--- src/rtl/mole_link_host.sv ---
// Host-side link controller for the whack-a-mole game: decodes bytes from the
// remote board, tracks game state and queues command bytes toward the UART.
module mole_link_host #(
  parameter int START_TIMEOUT = 200_000_000,
  parameter int FIFO_DEPTH    = 2
) (
  input  logic       clock,
  input  logic       reset,
  input  logic [7:0] rx_data,
  input  logic       rx_ready,
  input  logic       tx_busy,
  output logic       tx_start,
  output logic [7:0] tx_data,
  input  logic       start_req,
  input  logic       click_valid,
  input  logic [2:0] click_idx,
  output logic [4:0] mole_onehot,
  output logic [7:0] hit_count,
  output logic [1:0] link_state,
  output logic       proto_err
);

  localparam int TW = $clog2(START_TIMEOUT + 1);
  localparam int AW = $clog2(FIFO_DEPTH);

  localparam logic [7:0] CODE_S = 8'h53;
  localparam logic [7:0] CODE_H = 8'h48;
  localparam logic [7:0] CODE_R = 8'h52;

  typedef enum logic [1:0] {
    ST_IDLE     = 2'd0,
    ST_STARTING = 2'd1,
    ST_PLAYING  = 2'd2,
    ST_OVER     = 2'd3
  } state_t;

  state_t          state_q, state_d;
  logic [4:0]      mole_q, mole_d;
  logic [7:0]      hit_q, hit_d;
  logic            err_q, err_d;
  logic            armed_q, armed_d;
  logic [TW-1:0]   timeout_q, timeout_d;
  logic [1:0]      guard_q, guard_d;
  logic [7:0]      mem_q [FIFO_DEPTH];
  logic [7:0]      mem_d [FIFO_DEPTH];
  logic [AW-1:0]   rd_ptr_q, rd_ptr_d;
  logic [AW-1:0]   wr_ptr_q, wr_ptr_d;
  logic [AW:0]     count_q, count_d;
  logic            tx_start_q, tx_start_d;
  logic [7:0]      tx_data_q, tx_data_d;

  state_t     eff_state;
  logic       start_ok;
  logic       is_digit;
  logic       rx_resolves_start;
  logic       click_hit;
  logic       push;
  logic [7:0] push_byte;
  logic       pop;
  logic       full;
  logic       push_ok;

  assign tx_start    = tx_start_q;
  assign tx_data     = tx_data_q;
  assign mole_onehot = mole_q;
  assign hit_count   = hit_q;
  assign link_state  = state_q;
  assign proto_err   = err_q;

  // Next-state computation for the game FSM, scoreboard and TX queue.
  always_comb begin
    state_d    = state_q;
    mole_d     = mole_q;
    hit_d      = hit_q;
    err_d      = err_q;
    armed_d    = armed_q;
    timeout_d  = timeout_q;
    guard_d    = guard_q;
    mem_d      = mem_q;
    rd_ptr_d   = rd_ptr_q;
    wr_ptr_d   = wr_ptr_q;
    count_d    = count_q;
    push       = 1'b0;
    push_byte  = CODE_H;
    eff_state  = state_q;

    start_ok = start_req && ((state_q == ST_IDLE) || (state_q == ST_OVER));
    is_digit = (rx_data >= 8'h30) && (rx_data <= 8'h34);
    rx_resolves_start = rx_ready && (is_digit || (rx_data == CODE_R));

    // Click is judged against the mole as it stood before this cycle's rx byte.
    click_hit = (state_q == ST_PLAYING) && click_valid && armed_q &&
                (mole_q != 5'd0) && (mole_q == (5'd1 << click_idx));

    if (start_ok) begin
      push      = 1'b1;
      push_byte = CODE_S;
      hit_d     = 8'd0;
      mole_d    = 5'd0;
      err_d     = 1'b0;
      armed_d   = 1'b0;
      timeout_d = TW'(START_TIMEOUT);
      state_d   = ST_STARTING;
      eff_state = ST_STARTING;
    end else if (state_q == ST_STARTING) begin
      timeout_d = (timeout_q > TW'(0)) ? (timeout_q - TW'(1)) : TW'(0);
      if ((timeout_q <= TW'(1)) && !rx_resolves_start) begin
        state_d = ST_IDLE;
        err_d   = 1'b1;
      end else begin
        state_d = state_q;
      end
    end else begin
      timeout_d = timeout_q;
    end

    if (click_hit) begin
      push      = 1'b1;
      push_byte = CODE_H;
      armed_d   = 1'b0;
    end else begin
      armed_d = armed_d;
    end

    if (rx_ready) begin
      if (is_digit) begin
        if ((eff_state == ST_STARTING) || (eff_state == ST_PLAYING)) begin
          mole_d  = 5'd1 << rx_data[2:0];
          armed_d = 1'b1;
          state_d = ST_PLAYING;
        end else begin
          mole_d = mole_d;
        end
      end else begin
        case (rx_data)
          CODE_S: err_d = err_d;
          CODE_H: begin
            if (eff_state == ST_PLAYING) begin
              hit_d = (hit_q == 8'hFF) ? hit_q : (hit_q + 8'd1);
            end else begin
              hit_d = hit_d;
            end
          end
          CODE_R: begin
            if (eff_state == ST_PLAYING) begin
              state_d = ST_OVER;
              mole_d  = 5'd0;
              armed_d = 1'b0;
            end else if (eff_state == ST_STARTING) begin
              state_d = ST_OVER;
              err_d   = 1'b1;
            end else begin
              state_d = state_d;
            end
          end
          default: err_d = 1'b1;
        endcase
      end
    end else begin
      err_d = err_d;
    end

    // TX queue: issue only when the transmitter and the post-issue guard allow.
    pop     = (count_q != (AW+1)'(0)) && !tx_busy && (guard_q == 2'd0);
    full    = (count_q == (AW+1)'(FIFO_DEPTH));
    push_ok = push && (!full || pop);

    if (push && !push_ok) begin
      err_d = 1'b1;
    end else begin
      err_d = err_d;
    end

    if (push_ok) begin
      mem_d[wr_ptr_q] = push_byte;
      wr_ptr_d        = wr_ptr_q + AW'(1);
    end else begin
      wr_ptr_d = wr_ptr_q;
    end

    if (pop) begin
      rd_ptr_d = rd_ptr_q + AW'(1);
      guard_d  = 2'd2;
    end else begin
      rd_ptr_d = rd_ptr_q;
      guard_d  = (guard_q != 2'd0) ? (guard_q - 2'd1) : 2'd0;
    end

    count_d    = count_q + (AW+1)'(push_ok) - (AW+1)'(pop);
    tx_start_d = pop;
    tx_data_d  = pop ? mem_q[rd_ptr_q] : tx_data_q;
  end

  // State registers with asynchronous active-low reset.
  always_ff @(posedge clock or negedge reset) begin
    if (!reset) begin
      state_q    <= ST_IDLE;
      mole_q     <= 5'd0;
      hit_q      <= 8'd0;
      err_q      <= 1'b0;
      armed_q    <= 1'b0;
      timeout_q  <= TW'(0);
      guard_q    <= 2'd0;
      rd_ptr_q   <= AW'(0);
      wr_ptr_q   <= AW'(0);
      count_q    <= (AW+1)'(0);
      tx_start_q <= 1'b0;
      tx_data_q  <= 8'd0;
      for (int i = 0; i < FIFO_DEPTH; i++) begin
        mem_q[i] <= 8'd0;
      end
    end else begin
      state_q    <= state_d;
      mole_q     <= mole_d;
      hit_q      <= hit_d;
      err_q      <= err_d;
      armed_q    <= armed_d;
      timeout_q  <= timeout_d;
      guard_q    <= guard_d;
      rd_ptr_q   <= rd_ptr_d;
      wr_ptr_q   <= wr_ptr_d;
      count_q    <= count_d;
      tx_start_q <= tx_start_d;
      tx_data_q  <= tx_data_d;
      mem_q      <= mem_d;
    end
  end

endmodule

--- config.mk ---
export PLATFORM = sky130hd
export DESIGN_NAME = mole_link_host
export DESIGN_NICKNAME = d
export VERILOG_FILES = /design/src/rtl/mole_link_host.sv
export SDC_FILE = /design/constraint.sdc
export NUM_CORES = 1
export LEC_CHECK = 0
export BUFFER_PORTS_ARGS = -buffer_cell sky130_fd_sc_hd__buf_2
export CELL_PAD_IN_SITES_DETAIL_PLACEMENT = 0
export CELL_PAD_IN_SITES_GLOBAL_PLACEMENT = 1
export CORE_AREA = 3 3 94 96
export CTS_BUF_LIST = sky130_fd_sc_hd__clkbuf_8
export CTS_CLUSTER_SIZE = 40
export DETAILED_ROUTE_END_ITERATION = 7
export DIE_AREA = 0 0 97 99
export GPL_ROUTABILITY_DRIVEN = 0
export HOLD_SLACK_MARGIN = 0.08
export PLACE_DENSITY = 0.84
export REMOVE_ABC_BUFFERS = 1
export SKIP_LAST_GASP = 1
export SYNTH_ARGS = -nofsm -noshare
export SYNTH_HDL_FRONTEND = slang
export SYNTH_SLANG_ARGS = --single-unit
export TNS_END_PERCENT = 20
--- constraint.sdc ---
create_clock -name clock -period 2.5 [get_ports clock]
set_clock_uncertainty 0.2 [all_clocks]
set_input_delay 0.5 -clock clock [delete_from_list [all_inputs] [get_ports clock]]
set_output_delay 0.5 -clock clock [all_outputs]
set_load 0.01 [all_outputs]
==> summary.txt, run 1 <==
Run status
  – Status: finished, final reports clean

STA
  – Final Hold Fails: 0
  – Final Setup Violations: 0
  – Worst Tran Pin Value: 0.5695 ns
  – Worst Hold Slack: 0.2541 ns
  – Final period utilization: 0.9540
  – RSZ-0062 raised after global routing: true
  – Slew headroom: 0.6203
  – Max Slew Vio Count: 0
  – Crit path time final: 2.385 ns
  – Fmax: 419.3 MHz

Routing
  – Via count: 2858
  – Detailed Route Iter0 Violations: 176
  – Final ANT Viol Nets: 0
  – # DRC: 0
  – Drt total wl: 7.918 mm
  – Vias per inst: 5.454
  – TritonRoute pass-1 iters: 4
  – Avg WL per Cell: 15.11 um

Clock network
  – CTS H-tree depth: 3
  – CTS buffer count: 9
  – Root buffer cell: clkbuf_8
  – Worst-path clk slew: 0.08 ns
  – CTS Buffer Depth: 2
  – CTS tree: built
  – Sink Count: 61
  – Clk_lat worst skew: 0.35 ns

Synthesis
  – Synth area leaders: dfrtp_1 45%, nor2_1 4.7%, xnor2_1 3.7%
  – Mapped Cells: 353
  – Mapped Area: 3358 um^2
  – Async SR Flop Fraction: 1.000
  – Top-count cell post-synth: dfrtp_1
  – Yosys top cell by area: dfrtp_1
  – Syn Area/Cell: 9.513 um^2
  – Ys Warns: 0
  – #FFs+latches synth: 61
  – Most frequent cells after synthesis: 61 x dfrtp_1, 42 x nor2_1, 20 x nand2_1
  – Post-synth top area share: 0.4545
  – Sequential share of the synthesized area: 0.4545
  – Post-synth EDFFs: 0
  – Prevailing post-synth register cell: dfrtp_1
  – Distinct cells, synth: 60

Final layout
  – Fin util: 0.5067
  – Share of cells above drive strength 1: 0.2482
  – Non-Filler Instances: 524
  – Final nets: 439
  – N_diodes: 0
  – Filler cell count: 752
  – Fin area: 4121 um^2
  – Area Growth Syn to Fin: 22.73%
  – Multi-input logic area: 1794 um^2
  – Seq. cell area: 1531 um^2

Job
  – Maximum capacitance violations: 0

Power
  – Pint: 2542 uW
  – Leakage: 0.001729 uW
  – Psw: 1520 uW
  – Clock power frac: 0.245
  – Combinational share of power: 0.377
  – Seq pwr share: 0.378
  – Worst VDD drop: 0.4938 mV
  – PD cells: 985.6 nW/um^2
  – Switching Share: 0.3742

Worst setup path
  – Startpoint types: register
  – Critical path peak fanout: 5
  – Crit Path Category: reg -> reg
  – Arr. time, crit path: 2.46 ns
  – Critical Path RT: 2.57 ns
  – Worst setup EP type: register

Global route
  – Overflow after GRT: 0
  – Largest net degree at the start of global routing: 29
  – Tot GR Track Use: 0.1733
  – Vias in the first global route: 2796
  – Initial antenna violation count: 0
  – Global-route wire length before repair: 13.69 mm

Floorplan
  – Full die area: 9603 um^2
  – Top Ports: 42
  – Rows: 33
  – Starting Density: 0.4129
  – CORE AREA: 8134 um^2
  – Chip width: 97 um
  – Die height: 99 um

Place
  – IO buf count: 38
  – Placed cell area: 3777 um^2
  – HPWL after DPL: 5.683 mm
  – Cells after DPL: 503

Worst hold path
  – Worst hold path class: reg -> reg
## timing repair
action,CTS,global route
endpoints found under the hold margin,21,0
hold buffers,1,0
endpoints found under the setup margin,0,19
gates resized for setup,0,18
buffers inserted,0,4
## power by group through the flow
| stage | registers [uW] | clock network, uW | logic [uW] |
|---|---|---|---|
| after floorplan | 1520 | 0 | 913 |
| after global placement | 1530 | 0 | 1440 |
| after detailed placement | 1550 | 0 | 1470 |
| after CTS | 1530 | 1010 | 1490 |
| after global routing | 1580 | 1070 | 1710 |
| final | 1540 | 995 | 1530 |
## per-layer routing
metal	part of all wire	GRT usage	up-vias
li1	-	-	1412
met1	0.48	0.2381	1372
met2	0.47	0.2728	64
met3	0.043	0.03751	10
met4	0.013	0.05832	0
met5	0	0	-
## cell usage in the layout (no fill, tap or decap), types with 3 or more instances in the layout
master,instances
and2_1,5
nor4_1,8
nor2_1,42
buf_2,38
or3_1,4
dfrtp_2,4
xor2_1,3
o21ai_0,17
o21a_1,4
a311oi_1,4
buf_4,26
mux2i_1,3
ha_1,7
inv_1,7
o311ai_0,3
nand3_1,16
nor3b_1,4
clkbuf_8,9
and3_1,3
xnor2_1,14
dfrtp_1,57
nor4_2,3
nor3_1,14
a211o_1,4
or4_1,6
a21oi_1,19
nand2b_1,5
nor2b_1,5
o31ai_1,3
conb_1,3
a21o_1,4
nand3b_1,3
nand2_1,20
## area by class of cell
cell class,count,share of cell area
inverter,7,0.006375
clock buffer,9,0.03005
tap,105,0.03188
multi-input combinational,269,0.4353
sequential,61,0.3716
clock inverter,7,0.02398
timing repair buffer,66,0.1008
## state kept, by name, summed over array words and instances, names as in the netlist
signal / flops
guard_q: 2
timeout_q: 28
proto_err: 1
count_q: 2
hit_count: 8
armed_q: 1
tx_start: 1
link_state: 2
wr_ptr_q: 1
rd_ptr_q: 1
tx_data: 3
mem_q: 6
mole_onehot: 5
## critical path: stages (launching register included)
cell and delay [ns]:
dfrtp_1 0.43, or3_4 0.39, mux2i_4 0.16, a31oi_2 0.12, nor2_1 0.15, inv_1 0.06, ha_1 0.26, inv_1 0.04
ha_1 0.18, xnor2_1 0.18, xnor2_1 0.14
## logic make-up after synthesis
logic type               synth area share
other                            0.001117
adder cells (fa/ha/maj)           0.02981
AND/OR/NAND/NOR                    0.2522
XOR/XNOR                          0.04434
flip-flops                         0.4545
buffers and inverters             0.03614
AO/OA/AOI/OAI                      0.1632
multiplexers                      0.01863
## path summary, 6_finish.rpt
kind / start / end / slack [ns] / cells past startpoint
worst max-delay path: mole_onehot[3] / count_q[1] / 0.11 / 10
worst min-delay path: guard_q[0] / guard_q[0] / 0.25 / 1
worst max register to register: mole_onehot[3] / count_q[1] / 0.11 / 10
worst min register to register: guard_q[0] / guard_q[0] / 0.25 / 1
max in group asynchronous: reset / timeout_q[20] / 1.02 / 3
min in group asynchronous: reset / tx_data[6] / 0.47 / 2
## metrics by stage
stage | total power (uW) | TNS (ns) | setup slack, ns
3_5_place_dp | 3023 | -0.08145 | -0.08145
4_1_cts | 4031 | 0 | 0.02664
6_report | 4062 | 0 | 0.1150
3_3_place_gp | 2972 | -0.06456 | -0.06456
2_1_floorplan | 2437 | 0 | 0.004979
5_1_grt | 4360 | -0.1034 | -0.05649
Note: power is estimated with default switching activity, not from simulation.
==> run 2: changes to the inputs <==
--- a/config.mk
+++ b/config.mk
@@ -6,13 +6,14 @@
 export NUM_CORES = 1
 export LEC_CHECK = 0
 export BUFFER_PORTS_ARGS = -buffer_cell sky130_fd_sc_hd__buf_2
+export CAP_MARGIN = 20
 export CELL_PAD_IN_SITES_DETAIL_PLACEMENT = 0
 export CELL_PAD_IN_SITES_GLOBAL_PLACEMENT = 1
-export CORE_AREA = 3 3 94 96
+export CORE_AREA = 2 2 93 95
 export CTS_BUF_LIST = sky130_fd_sc_hd__clkbuf_8
 export CTS_CLUSTER_SIZE = 40
 export DETAILED_ROUTE_END_ITERATION = 7
-export DIE_AREA = 0 0 97 99
+export DIE_AREA = 0 0 95 97
 export GPL_ROUTABILITY_DRIVEN = 0
 export HOLD_SLACK_MARGIN = 0.08
 export PLACE_DENSITY = 0.84
==> run 2 against run 1 <==
Net effect: register-to-register slack about the same; utilization is 0.51 points lower; power decreased by 0.18%; critical path type unchanged; non-clock buffer count grew 3; critical endpoint unchanged; critical path depth unchanged; sequential cell count unchanged.
==> summary.txt, run 2 (synthesis gave the netlist of run 1 again) <==
Floorplan
  – Top Ports: 42
  – Die height: 97 um
  – Full die area: 9215 um^2
  – Chip width: 95 um
  – CORE AREA: 8134 um^2
  – Rows: 33
  – Starting Density: 0.4129

Worst setup path
  – Reg2reg path depth: 10
  – CP dominant cell by count: inv_1
  – Crit-path slowest cell: dfrtp_1
  – Critical Path RT: 2.54 ns
  – Critical path cell sequence: or2_2 > a211oi_2 > a31oi_1 > nor2_1 > inv_1 > ha_1 > inv_1 > ha_2 > xnor2_2 > xnor2_1
  – Worst flop-to-flop path endpoint: count_q[1]
  – CP peak stage delay: 0.42 ns
  – Worst setup EP type: register
  – Crit. path cell count: 10
  – Arr. time, crit path: 2.41 ns
  – Delay-heaviest family, CP: simple AND/OR/NAND/NOR gates
  – Crit Path Category: reg -> reg
  – Startpoint types: register
  – Flop2flop setup slack: 0.13 ns
  – CP bufs+invs: 2
  – R2R Path Start: mole_onehot[4]
  – Critical path peak fanout: 5

STA
  – Worst Tran Pin Value: 0.5406 ns
  – RSZ-0062 raised after global routing: false
  – Final period utilization: 0.9483
  – Max Slew Vio Count: 0
  – Crit path time final: 2.371 ns
  – Fmax: 421.8 MHz
  – Final Setup Violations: 0
  – Final Hold Fails: 0
  – Slew headroom: 0.6396
  – Final WS setup: 0.1292 ns

Power
  – Final Power: 4055 uW
  – Leakage: 0.001728 uW
  – Worst VDD drop: 0.5649 mV
  – PD cells: 993.8 nW/um^2

Final layout
  – Fin util: 0.5016
  – Most flop-heavy register: timeout_q
  – Seq. cell area: 1528 um^2
  – Commonest non-fill, non-tap cell in the layout: dfrtp_1
  – Share of cells above drive strength 1: 0.2370
  – Non-Filler Instances: 527
  – Final nets: 442
  – Most frequent cells in the layout: 60 x dfrtp_1, 42 x nor2_1, 38 x buf_2
  – Filler cell count: 768
  – N_diodes: 0
  – Max reg flops: 28
  – Multi-input logic area: 1734 um^2
  – Area Growth Syn to Fin: 21.50%

Routing
  – Vias per inst: 5.476
  – Drt total wl: 7.755 mm
  – Final ANT Viol Nets: 0
  – Detailed Route Iter0 Violations: 121
  – Via count: 2886
  – TritonRoute pass-1 iters: 4
  – # DRC: 0
  – Avg WL per Cell: 14.72 um

Global route
  – Initial antenna violation count: 0
  – Largest net degree at the start of global routing: 40
  – Global-route wire length before repair: 13.12 mm
  – Overflow after GRT: 0
  – Vias in the first global route: 2845
  – Tot GR Track Use: 0.1794

Clock network
  – CTS Buffer Depth: 2
  – CTS H-tree depth: 3
  – CTS buffer count: 9
  – Worst-path clk slew: 0.08 ns
  – Root buffer cell: clkbuf_8
  – Sink Count: 61
  – CTS tree: built
  – Clk_lat worst skew: 0.34 ns

Worst hold path
  – Worst hold path class: reg -> reg
  – Worst Hold Launch: guard_q[0]
  – Hold Path Sink: guard_q[0]
  – Hold Crit Depth: 1

Run status
  – Status: finished, final reports clean

Place
  – Worst slack at placement: -0.09621 ns
  – Cells after DPL: 509
  – IO buf count: 38
  – HPWL after DPL: 5.667 mm

Job
  – Maximum capacitance violations: 0
## run 2: worst max path at each step
stage	from	end	slack, ns
2_1_floorplan	link_state[0]	count_q[1]	0.005
3_3_place_gp	click_idx[2]	count_q[1]	-0.06
3_5_place_dp	click_idx[2]	count_q[1]	-0.1
4_1_cts	mole_onehot[4]	count_q[1]	0.11
5_1_grt	timeout_q[11]	link_state[1]	0.002
6_report	mole_onehot[4]	count_q[1]	0.13
## run 2: cell type report
type / instances / area share
Tap cell: 105 / 0.03220
Inverter: 7 / 0.006440
Clock buffer: 9 / 0.03036
Clock inverter: 7 / 0.02423
Sequential cell: 61 / 0.3744
Multi-Input combinational cell: 269 / 0.4250
Timing Repair Buffer: 69 / 0.1073
## run 2: routing by layer
| metal | part of all wire | up-vias | wire (um) | track usage |
|---|---|---|---|---|
| li1 | - | 1430 | - | - |
| met1 | 0.47 | 1383 | 3638 | 0.2339 |
| met2 | 0.47 | 64 | 3668 | 0.2870 |
| met3 | 0.047 | 9 | 368 | 0.05452 |
| met4 | 0.010 | 0 | 80 | 0.05017 |
| met5 | 0 | - | 0 | 0 |
## run 2: metrics by stage
stage          area [um^2]  TNS (ns)  hold slack, ns
4_1_cts               4055         0          0.2581
2_1_floorplan         3271         0        0.004409
3_3_place_gp          3822  -0.06408          0.2365
5_1_grt               4080         0          0.2682
6_report              4080         0          0.2553
3_5_place_dp          3822  -0.09621          0.2459
## run 2: report_power, final
part           internal [uW]  switching [uW]
Clock                    566             422
Combinational            736             797
Sequential              1260             278
## run 2: repair_timing
action                                  in CTS  in global routing
setup buffers                                0                  1
endpoints found under the setup margin       0                  1
hold buffers                                 1                  0
endpoints found under the hold margin       22                  0
resized for setup                            0                  5
==> run 3: changes to the inputs <==
==> constraint.sdc (replaced) <==
create_clock -name clock -period 2.11 [get_ports clock]
set_clock_uncertainty 0.2 [all_clocks]
set_input_delay 0.422 -clock clock [delete_from_list [all_inputs] [get_ports clock]]
set_output_delay 0.422 -clock clock [all_outputs]
set_load 0.01 [all_outputs]
==> run 3 against run 2 <==
Net effect: the flow now finishes with violations (setup timing); global-route usage up 2.8 points; hold slack gained 0.0065 ns; sequential cell count unchanged; critical endpoint unchanged; register-to-register slack worse by 0.37 ns; largest cell class unchanged; first-iteration DRC count shrank 11%; wire length increased by 16%; clock-buffer cell count stayed put; utilization grew 8.6 points; fmax increased by 0.65%; via count rose by 11%; setup slack worse by 0.37 ns; cell count grew 12%.
==> summary.txt, run 3 (synthesis gave the netlist of run 1 again) <==
Power
  – Psw: 2054 uW
  – Combinational share of power: 0.478
  – PD cells: 1105 nW/um^2
  – Worst VDD drop: 0.5877 mV
  – Leakage: 0.002133 uW
  – Switching Share: 0.3889
  – Seq pwr share: 0.333
  – Clock power frac: 0.189
  – Pint: 3227 uW
  – Final Power: 5280 uW

Worst setup path
  – R2R Path Start: mole_onehot[4]
  – CP bufs+invs: 2
  – CP peak stage delay: 0.47 ns
  – Worst setup EP type: register
  – Worst flop-to-flop path endpoint: count_q[1]
  – Flop2flop setup slack: -0.25 ns
  – Crit-path slowest cell: dfrtp_2
  – Critical path cell sequence: or2_4 > a211oi_4 > a31oi_2 > nor2_2 > inv_2 > ha_4 > inv_2 > ha_4 > xnor2_2 > xnor2_1
  – Critical Path RT: 2.15 ns
  – Critical path peak fanout: 5
  – Arr. time, crit path: 2.40 ns
  – Crit Path Category: reg -> reg
  – Delay-heaviest family, CP: flip-flops
  – Reg2reg path depth: 10
  – Startpoint types: register
  – CP Launch Point: mole_onehot[4]

Routing
  – Drt total wl: 9.005 mm
  – Met3 wire length: 277 um
  – DR top layer: met4
  – # DRC: 0
  – Vias per inst: 5.427
  – Final ANT Viol Nets: 0
  – Via count: 3213
  – Avg WL per Cell: 15.21 um
  – Met1 WL: 4.078 mm
  – TritonRoute pass-1 iters: 4
  – Detailed Route Iter0 Violations: 108
  – Met2 WL: 4.458 mm

Global route
  – Vias in the first global route: 3324
  – Global-route wire length before repair: 15.20 mm
  – Largest net degree at the start of global routing: 35
  – Initial antenna violation count: 0
  – Tot GR Track Use: 0.2072
  – Overflow after GRT: 0

Clock network
  – Root buffer cell: clkbuf_8
  – CTS buffer count: 9
  – CTS Buffer Depth: 2
  – CTS H-tree depth: 3
  – Clk_lat worst skew: 0.36 ns
  – CTS tree: built
  – Worst-path clk slew: 0.08 ns
  – Sink Count: 61

Final layout
  – Share of cells above drive strength 1: 0.4004
  – Most frequent cells in the layout: 87 x buf_4, 59 x dfrtp_1, 40 x nor2_1
  – N_diodes: 0
  – Multi-input logic area: 1958 um^2
  – Area Growth Syn to Fin: 42.29%
  – Most flop-heavy register: timeout_q
  – Seq. cell area: 1529 um^2
  – Filler cell count: 720
  – Commonest non-fill, non-tap cell in the layout: buf_4
  – Max reg flops: 28
  – Fin util: 0.5874
  – Final nets: 507

STA
  – Crit path time final: 2.355 ns
  – Final WS setup: -0.2455 ns
  – Final period utilization: 1.116
  – Fmax: 424.5 MHz
  – Final Hold Fails: 0
  – Final Setup Violations: 39
  – Max Slew Vio Count: 0
  – RSZ-0062 raised after global routing: true

Worst hold path
  – Hold Path Sink: mem_q[14]
  – Hold Crit Depth: 1
  – Worst hold path class: reg -> reg
  – Worst Hold Launch: mem_q[14]

Place
  – HPWL after DPL: 6.166 mm
  – IO buf count: 38

Floorplan
  – Die height: 97 um
  – CORE AREA: 8134 um^2
  – Top Ports: 42
  – Full die area: 9215 um^2
  – Starting Density: 0.4129
  – Rows: 33
  – Chip width: 95 um

Run status
  – Failing checks: setup timing
  – Status: complete, but fails checks

Job
  – Maximum capacitance violations: 0
[run 3: cell count changes in the layout (fill, tap and decap cells not counted), sizes merged]
cell | before | now
buf | 68 | 133
inv | 8 | 11
clkinv | 3 | 0
bufinv | 2 | 0
clkinvlp | 1 | 3
[run 3: worst max-delay path by stage]
stage	depth (start not counted)	endpoint	slack [ns]
final	10	count_q[1]	-0.25
after global routing	10	count_q[1]	-0.33
after CTS	10	count_q[1]	-0.23
after detailed placement	11	count_q[1]	-0.49
after global placement	11	count_q[1]	-0.38
after floorplan	11	count_q[1]	-0.39
[run 3: worst register-to-register path, stage by stage (launching register included)]
cell and delay (ns):
dfrtp_2 0.47, or2_4 0.26, a211oi_4 0.27, a31oi_2 0.14
nor2_2 0.14, inv_2 0.06, ha_4 0.26, inv_2 0.04
ha_4 0.15, xnor2_2 0.13, xnor2_1 0.12
[run 3: power by group through the flow]
stage               Clock [uW]  Combinational, uW  Sequential (uW)
floorplan                    0               1080             1810
global placement             0               2120             1740
detailed placement           0               2180             1760
CTS                       1020               2370             1750
global route              1080               2780             1800
finish                     998               2520             1760
[run 3: area by class of cell]
| type | instances | share of cell area |
|---|---|---|
| Inverter | 7 | 0.005499 |
| Sequential cell | 61 | 0.3200 |
| Tap cell | 105 | 0.02749 |
| Clock inverter | 7 | 0.01205 |
| Clock buffer | 9 | 0.02592 |
| Multi-Input combinational cell | 269 | 0.4098 |
| Timing Repair Buffer | 134 | 0.1993 |
[run 3: per-layer routing]
metal	vias up	GRT usage
met2	67	0.3410
met3	16	0.03427
li1	1556	-
met4	0	0.09476
met1	1574	0.2638
met5	-	0
[run 3: through the flow]
step | setup TNS (ns) | instance area, um^2 | hold WS [ns] | worst slack, ns | cells
finish | -3.071 | 4778 | 0.2618 | -0.2455 | 592
detailed placement | -4.842 | 4183 | 0.2456 | -0.4938 | 557
CTS | -2.436 | 4626 | 0.2593 | -0.2267 | 587
floorplan | -7.242 | 3271 | -0.07359 | -0.3850 | 337
global route | -8.104 | 4778 | 0.2874 | -0.3330 | 592
global placement | -4.212 | 4183 | 0.2391 | -0.3774 | 557
[run 3: what timing repair did]
action,CTS,global route
buffers inserted,14,6
hold buffers,1,0
resized for setup,30,29
pin swaps,22,18
hold endpoints to repair,61,0
endpoints found under the setup margin,38,51
gates cloned,0,0
